==> src/rtl/demux_scan_pkg.sv <==
// demux_scan_pkg: shared constants, defaults and the select-width helper for demux_scan
package demux_scan_pkg;

    localparam logic MODE_MANUAL = 1'b0;
    localparam logic MODE_SCAN = 1'b1;

    localparam int DEF_WIDTH = 8;
    localparam int DEF_CHANNELS = 8;
    localparam int DEF_DWELL = 16;

    // Ceiling log2, never below 1 so single-value ranges still get a real bit
    function automatic int clog2(input int v);
        int r;
        r = 0;
        while ((1 << r) < v) r++;
        return (r < 1) ? 1 : r;
    endfunction

endpackage

==> src/rtl/demux_scan_seq.sv <==
// demux_scan_seq: dwell counter and active-channel sequencing for manual and scan modes
module demux_scan_seq
    import demux_scan_pkg::*;
#(
    parameter int CHANNELS = DEF_CHANNELS,
    parameter int DWELL = DEF_DWELL,
    parameter int SELW = clog2(CHANNELS)
) (
    input  logic            clk,
    input  logic            reset,
    input  logic            mode,
    input  logic [SELW-1:0] sel_in,
    output logic [SELW-1:0] sel_cur,
    output logic            wrap,
    output logic            err
);
    localparam int CNTW = clog2(DWELL);
    localparam logic [SELW-1:0] LAST = SELW'(CHANNELS - 1);
    localparam logic [CNTW-1:0] CNT_END = CNTW'(DWELL - 1);

    logic [CNTW-1:0] cnt;
    logic [CNTW-1:0] cnt_nxt;
    logic [SELW-1:0] sel_nxt;
    logic            wrap_nxt;
    logic            err_nxt;
    logic            in_range;
    logic            dwell_done;
    logic            scan;

    always_comb begin
        scan = (mode == MODE_SCAN);
        in_range = (32'(sel_in) < CHANNELS);
        dwell_done = (cnt == CNT_END);
        cnt_nxt = (scan && !dwell_done) ? cnt + 1'b1 : '0;
        sel_nxt = !scan ? (in_range ? sel_in : sel_cur) :
                  !dwell_done ? sel_cur :
                  (sel_cur == LAST) ? '0 : sel_cur + 1'b1;
        wrap_nxt = scan && dwell_done && (sel_cur == LAST);
        err_nxt = !scan && !in_range;
    end

    always_ff @(posedge clk) begin
        if (!reset) begin
            cnt <= '0;
            sel_cur <= '0;
            wrap <= 1'b0;
            err <= 1'b0;
        end else begin
            cnt <= cnt_nxt;
            sel_cur <= sel_nxt;
            wrap <= wrap_nxt;
            err <= err_nxt;
        end
    end

endmodule

==> src/rtl/demux_scan.sv <==
// demux_scan: registered 1-to-N demultiplexer with manual select or timed channel scan
module demux_scan
    import demux_scan_pkg::*;
#(
    parameter int WIDTH = DEF_WIDTH,
    parameter int CHANNELS = DEF_CHANNELS,
    parameter int DWELL = DEF_DWELL,
    localparam int SELW = clog2(CHANNELS)
) (
    input  logic                      clk,
    input  logic                      reset,
    input  logic [WIDTH-1:0]          i_data,
    input  logic                      i_valid,
    input  logic                      mode,
    input  logic [SELW-1:0]           sel_in,
    output logic [CHANNELS*WIDTH-1:0] o_data,
    output logic [CHANNELS-1:0]       o_valid,
    output logic [SELW-1:0]           sel_cur,
    output logic                      wrap,
    output logic                      err
);
    demux_scan_seq #(
        .CHANNELS(CHANNELS),
        .DWELL(DWELL),
        .SELW(SELW)
    ) u_seq (
        .clk(clk),
        .reset(reset),
        .mode(mode),
        .sel_in(sel_in),
        .sel_cur(sel_cur),
        .wrap(wrap),
        .err(err)
    );

    // Routing uses the registered select and error flag, so a select change lands one edge later
    for (genvar k = 0; k < CHANNELS; k++) begin : g_ch
        logic             hit;
        logic [WIDTH-1:0] q;
        logic             v;
        assign hit = !err && (sel_cur == SELW'(k));
        always_ff @(posedge clk) begin
            if (!reset) begin
                q <= '0;
                v <= 1'b0;
            end else begin
                q <= hit ? i_data : '0;
                v <= hit && i_valid;
            end
        end
        assign o_data[k*WIDTH +: WIDTH] = q;
        assign o_valid[k] = v;
    end

endmodule

==> config.mk <==
export PLATFORM = sky130hd
export DESIGN_NAME = demux_scan
export DESIGN_NICKNAME = d
export VERILOG_FILES = /design/src/rtl/demux_scan_pkg.sv /design/src/rtl/demux_scan_seq.sv /design/src/rtl/demux_scan.sv
export SDC_FILE = /design/constraint.sdc
export NUM_CORES = 1
export LEC_CHECK = 0
export BUFFER_PORTS_ARGS = -buffer_cell sky130_fd_sc_hd__buf_4
export CORE_MARGIN = 1.5
export CORE_UTILIZATION = 47
export CTS_CLUSTER_DIAMETER = 120
export DETAILED_ROUTE_END_ITERATION = 8
export PLACE_DENSITY = 0.75
export SLEW_MARGIN = 20
export SYNTH_ARGS = -nofsm -noshare
export SYNTH_HDL_FRONTEND = slang
export SYNTH_HIERARCHICAL = 1
export SYNTH_SLANG_ARGS = --single-unit
==> constraint.sdc <==
create_clock -name clk -period 1.4 [get_ports clk]
set_input_delay 0.28 -clock clk [delete_from_list [all_inputs] [get_ports clk]]
set_output_delay 0.28 -clock clk [all_outputs]
set_load 0.05 [all_outputs]
==> summary by stage <==
Worst hold path
The startpoint identified for the worst hold timing path is mode. The count of cells along the worst hold path is 2. The path with the worst hold slack has its endpoint at u_seq/sel_cur[1].

The min-delay analysis places its worst path in the category in -> reg.

Synthesis
Yosys attributes the largest share of cell area to sky130_fd_sc_hd__dfxtp_1 67%, sky130_fd_sc_hd__nor2_1 12%, sky130_fd_sc_hd__nand4bb_1 4.2%. In this run the cell area of the synthesized design comes to between 2000 and 2500 sq um. The gate count of the mapped netlist is ~220.

By instance count, the leading cell after synthesis is sky130_fd_sc_hd__dfxtp_1. The per-instance average area after synthesis is 10.8 sq um. The cell taking the most area after synthesis is sky130_fd_sc_hd__dfxtp_1. The count of flip-flops with a built-in enable after synthesis is 0. The async set-or-reset flop fraction in the synthesized netlist is 0%. Among all flip-flop cells after synthesis, the most frequent one is sky130_fd_sc_hd__dfxtp_1. Sorting the synthesized cells by how often they occur yields 80 x sky130_fd_sc_hd__dfxtp_1, 74 x sky130_fd_sc_hd__nor2_1, 10 x sky130_fd_sc_hd__nand4b_1, 9 x sky130_fd_sc_hd__buf_4, 9 x sky130_fd_sc_hd__nand4bb_1. Yosys printed 6 warnings.

The distinct cell type count after synthesis is 23. The area fraction of the dominant cell type after synthesis is approximately 67%. The synthesized net count is approximately 240. The share of the Yosys chip area taken by registers is roughly two thirds. The total of flip-flops plus latches after synthesis is 80.

Power
Combinational logic is responsible for under 10% of the overall power. The power density normalized to cell area is 1240 nW/um^2. Sequential cells account for between 50% and 60% of the total power. The net switching share of the total power is between 20% and 30%. In this run the static leakage power is 1.45 nW. In this run the power spent charging and discharging nets is slightly below 0.001 W.

IR analysis of the VDD net gives a maximum drop of about 0.77 mV. The internal power component is between 0.003 and 0.004 W. The clock network power share is 33.5%.

Clocking
The clock input transition at the sequential cells of the worst setup and hold paths is 70 ps. The clock reaches the later pin of the worst-skew pair after around 340 ps. The deepest level of the CTS H-tree is 3.

The root buffer cell is sky130_fd_sc_hd__clkbuf_8. The clock drives 80 sinks. Hold repair after CTS inserted 0 buffers. The longest clock path from root to sink contains 2 buffers.

The clock tree from TritonCTS is built. The total clock buffers created by CTS is 9. The post-CTS setup repair buffer count is 0.

STA
The number of hold-slack violations in the final timing report was 0. Setup violations remaining at the end of the flow were counted as 0. The sum of negative setup slack is 0 ps.

Setup slack closes at around 67 ps. After layout, the minimum clock period comes to between 1000 and 1500 ps. Dividing the final minimum period by the clock period gives 95.2%.

For the final database, setup skew stands at between 4 and 5 ps. Setup repair after global routing left no endpoint under its margin. Static timing analysis puts the maximum clock frequency at around 0.75 GHz. The worst hold slack is 171 ps.

The number of max-slew violations in the final report is 0.

Placed design
The count of port buffers added during placement is 90. The worst setup slack before clock tree synthesis is between 100 and 150 ps. The detailed placement HPWL is roughly 3.6 mm.

The routability congestion estimate is 0.772.

Floorplanning
The die width is between 70 and 80 um. The total die area is 5520 sq um. The starting density of the core is between 40% and 50%. The vertical extent of the die is roughly 74 um. After floorplanning, the core was divided into 25 placement rows. The placeable core region is 4820 sq um. The top-level I/O count is 92.

Global route
The via count of the first global-routing pass is 1644. The total global routing track utilization is 19.4%. After global routing the overflow that remains totals 0. The number of antenna violations at the first check in global routing is 0.

The pin count of the biggest net entering global routing is 25. The first-pass GRT wire length is about 7.7 mm.

Detailed routing
For this run, design rule violations remaining after detail routing come to 0. The number of nets still failing antenna checks after routing is 0. Across all layers, the routed design uses 1808 vias. The first detailed-routing pass ran for 4 iterations.

The wire length per cell is 13.5 um. The first routing iteration left 92 violations. The per-cell via count in the routed design is approximately 4.7. Summed over all layers, the routed wires come to a little over 5 mm.

Setup path
The category of the worst setup path launch point is a flop. The slack of the worst reg-to-reg path is slightly below 70 ps. Of all nets on the critical path, the largest fanout is 20. Counting cells, the worst reg-to-reg path comes to 4. The most critical setup path has its startpoint at u_seq/sel_cur[2]. The path type of the worst setup path is reg -> out. The data required time at the worst endpoint is roughly 1100 ps.

In this run the critical register-to-register path is launched from u_seq/sel_cur[0]. The endpoint type of the worst setup path is a primary output. The data arrival at the endpoint of the critical path is ~1100 ps. In this run the critical register-to-register path is captured at u_seq/sel_cur[0].

Outcome
The run finished with clean final reports.

Flow run
Across the run, the number of max-cap violations was 0.

Finish
Relative to the synthesized area, the layout overhead comes to 36.2%. The number of antenna diodes in the final layout is 0. The proportion of layout cells with a drive suffix above 1 is 37.3%. The net total in the final layout is around 330.
## placed cells by master (no fill, tap or decap)
cell | Yosys | layout
sky130_fd_sc_hd__a21oi_1 | 4 | 4
sky130_fd_sc_hd__a31oi_1 | 1 | 1
sky130_fd_sc_hd__and4_2 | 1 | 1
sky130_fd_sc_hd__buf_4 | 9 | 96
sky130_fd_sc_hd__buf_6 | 0 | 2
sky130_fd_sc_hd__clkbuf_1 | 3 | 2
sky130_fd_sc_hd__clkbuf_8 | 0 | 9
sky130_fd_sc_hd__clkinv_2 | 0 | 3
sky130_fd_sc_hd__clkinvlp_4 | 0 | 1
sky130_fd_sc_hd__conb_1 | 1 | 1
sky130_fd_sc_hd__dfxtp_1 | 80 | 78
sky130_fd_sc_hd__dfxtp_2 | 0 | 2
sky130_fd_sc_hd__ha_1 | 3 | 3
sky130_fd_sc_hd__inv_1 | 1 | 1
sky130_fd_sc_hd__mux2i_1 | 2 | 2
sky130_fd_sc_hd__nand2_1 | 3 | 3
sky130_fd_sc_hd__nand2b_1 | 2 | 2
sky130_fd_sc_hd__nand3_1 | 1 | 1
sky130_fd_sc_hd__nand3_4 | 1 | 1
sky130_fd_sc_hd__nand4b_1 | 10 | 10
sky130_fd_sc_hd__nand4bb_1 | 9 | 9
sky130_fd_sc_hd__nor2_1 | 74 | 74
sky130_fd_sc_hd__nor3b_2 | 1 | 1
sky130_fd_sc_hd__o21ai_0 | 4 | 4
sky130_fd_sc_hd__or2_2 | 1 | 1
sky130_fd_sc_hd__or3_1 | 1 | 1
sky130_fd_sc_hd__xnor2_1 | 1 | 1
## worst max-delay path, stage by stage (launching register included)
cell                      delay, ps
sky130_fd_sc_hd__dfxtp_1        350
sky130_fd_sc_hd__buf_6          180
sky130_fd_sc_hd__buf_6          180
## registers in the layout, summed over array words and instances (netlist names)
register and flops:
u_seq/wrap 1, g_ch.v 8, u_seq/cnt 4, g_ch.q 64
u_seq/sel_cur 3
## through the flow
stage          util, %  cell area (sq um)  power [W]  instances
3_5_place_dp      64.2               3090    0.00273        366
4_1_cts           67.5               3250    0.00406        381
5_1_grt           67.5               3250    0.00420        381
3_3_place_gp      64.2               3090    0.00273        366
6_report          67.5               3250    0.00404        381
2_1_floorplan        -               2390    0.00261        221
## per-layer routing
metal  vias up  global-route usage [%]  share of wire (%)
li1        882                       -                  -
met1       850                    22.1                 42
met2        67                    31.3                 49
met3         9                    6.50                7.4
met4         0                    12.1                2.2
met5         -                       0                  0
## power groups by stage
| stage | combinational (W) | clock [W] | sequential, W |
|---|---|---|---|
| global placement | 0.000351 | 0 | 0.00238 |
| floorplan | 0.000134 | 0 | 0.00247 |
| CTS | 0.000356 | 0.00138 | 0.00233 |
| detailed placement | 0.000353 | 0 | 0.00238 |
| finish | 0.000357 | 0.00135 | 0.00233 |
| global route | 0.000381 | 0.00149 | 0.00233 |
## cells by family (layout without fill, tap and decap cells)
group,Yosys count,count (layout),synth area share [%]
adder cells (fa/ha/maj),3,3,1.57
XOR/XNOR,1,1,0.367
multiplexers,2,2,0.838
AND/OR/NAND/NOR,104,104,22.9
flip-flops,80,80,67.1
other,1,1,0.157
buffers and inverters,21,114,5.13
AO/OA/AOI/OAI,9,9,1.94
## timing repair
item,4_1_cts,5_1_grt
endpoints found under the hold margin,0,0
resized for setup,1,1
setup endpoints to repair,1,1
## cell type report
| cell class | count | area [sq um] |
|---|---|---|
| clock buffers | 11 | 131 |
| multi-input cells | 120 | 664 |
| clock inverters | 4 | 22.5 |
| well taps | 67 | 83.8 |
| flip-flops and latches | 80 | 1600 |
| fillers | 404 | 1560 |
| inverters | 1 | 3.75 |
| repair buffers | 98 | 743 |
## how the worst max path moves through the flow
stage	to	slack, ps
after detailed placement	u_seq/sel_cur[0]	100
after global placement	u_seq/sel_cur[0]	130
after floorplan	u_seq/sel_cur[0]	30
after CTS	sel_cur[2]	30
after global routing	u_seq/sel_cur[0]	7
final	sel_cur[2]	70
Note: power is estimated with default switching activity, not from simulation.
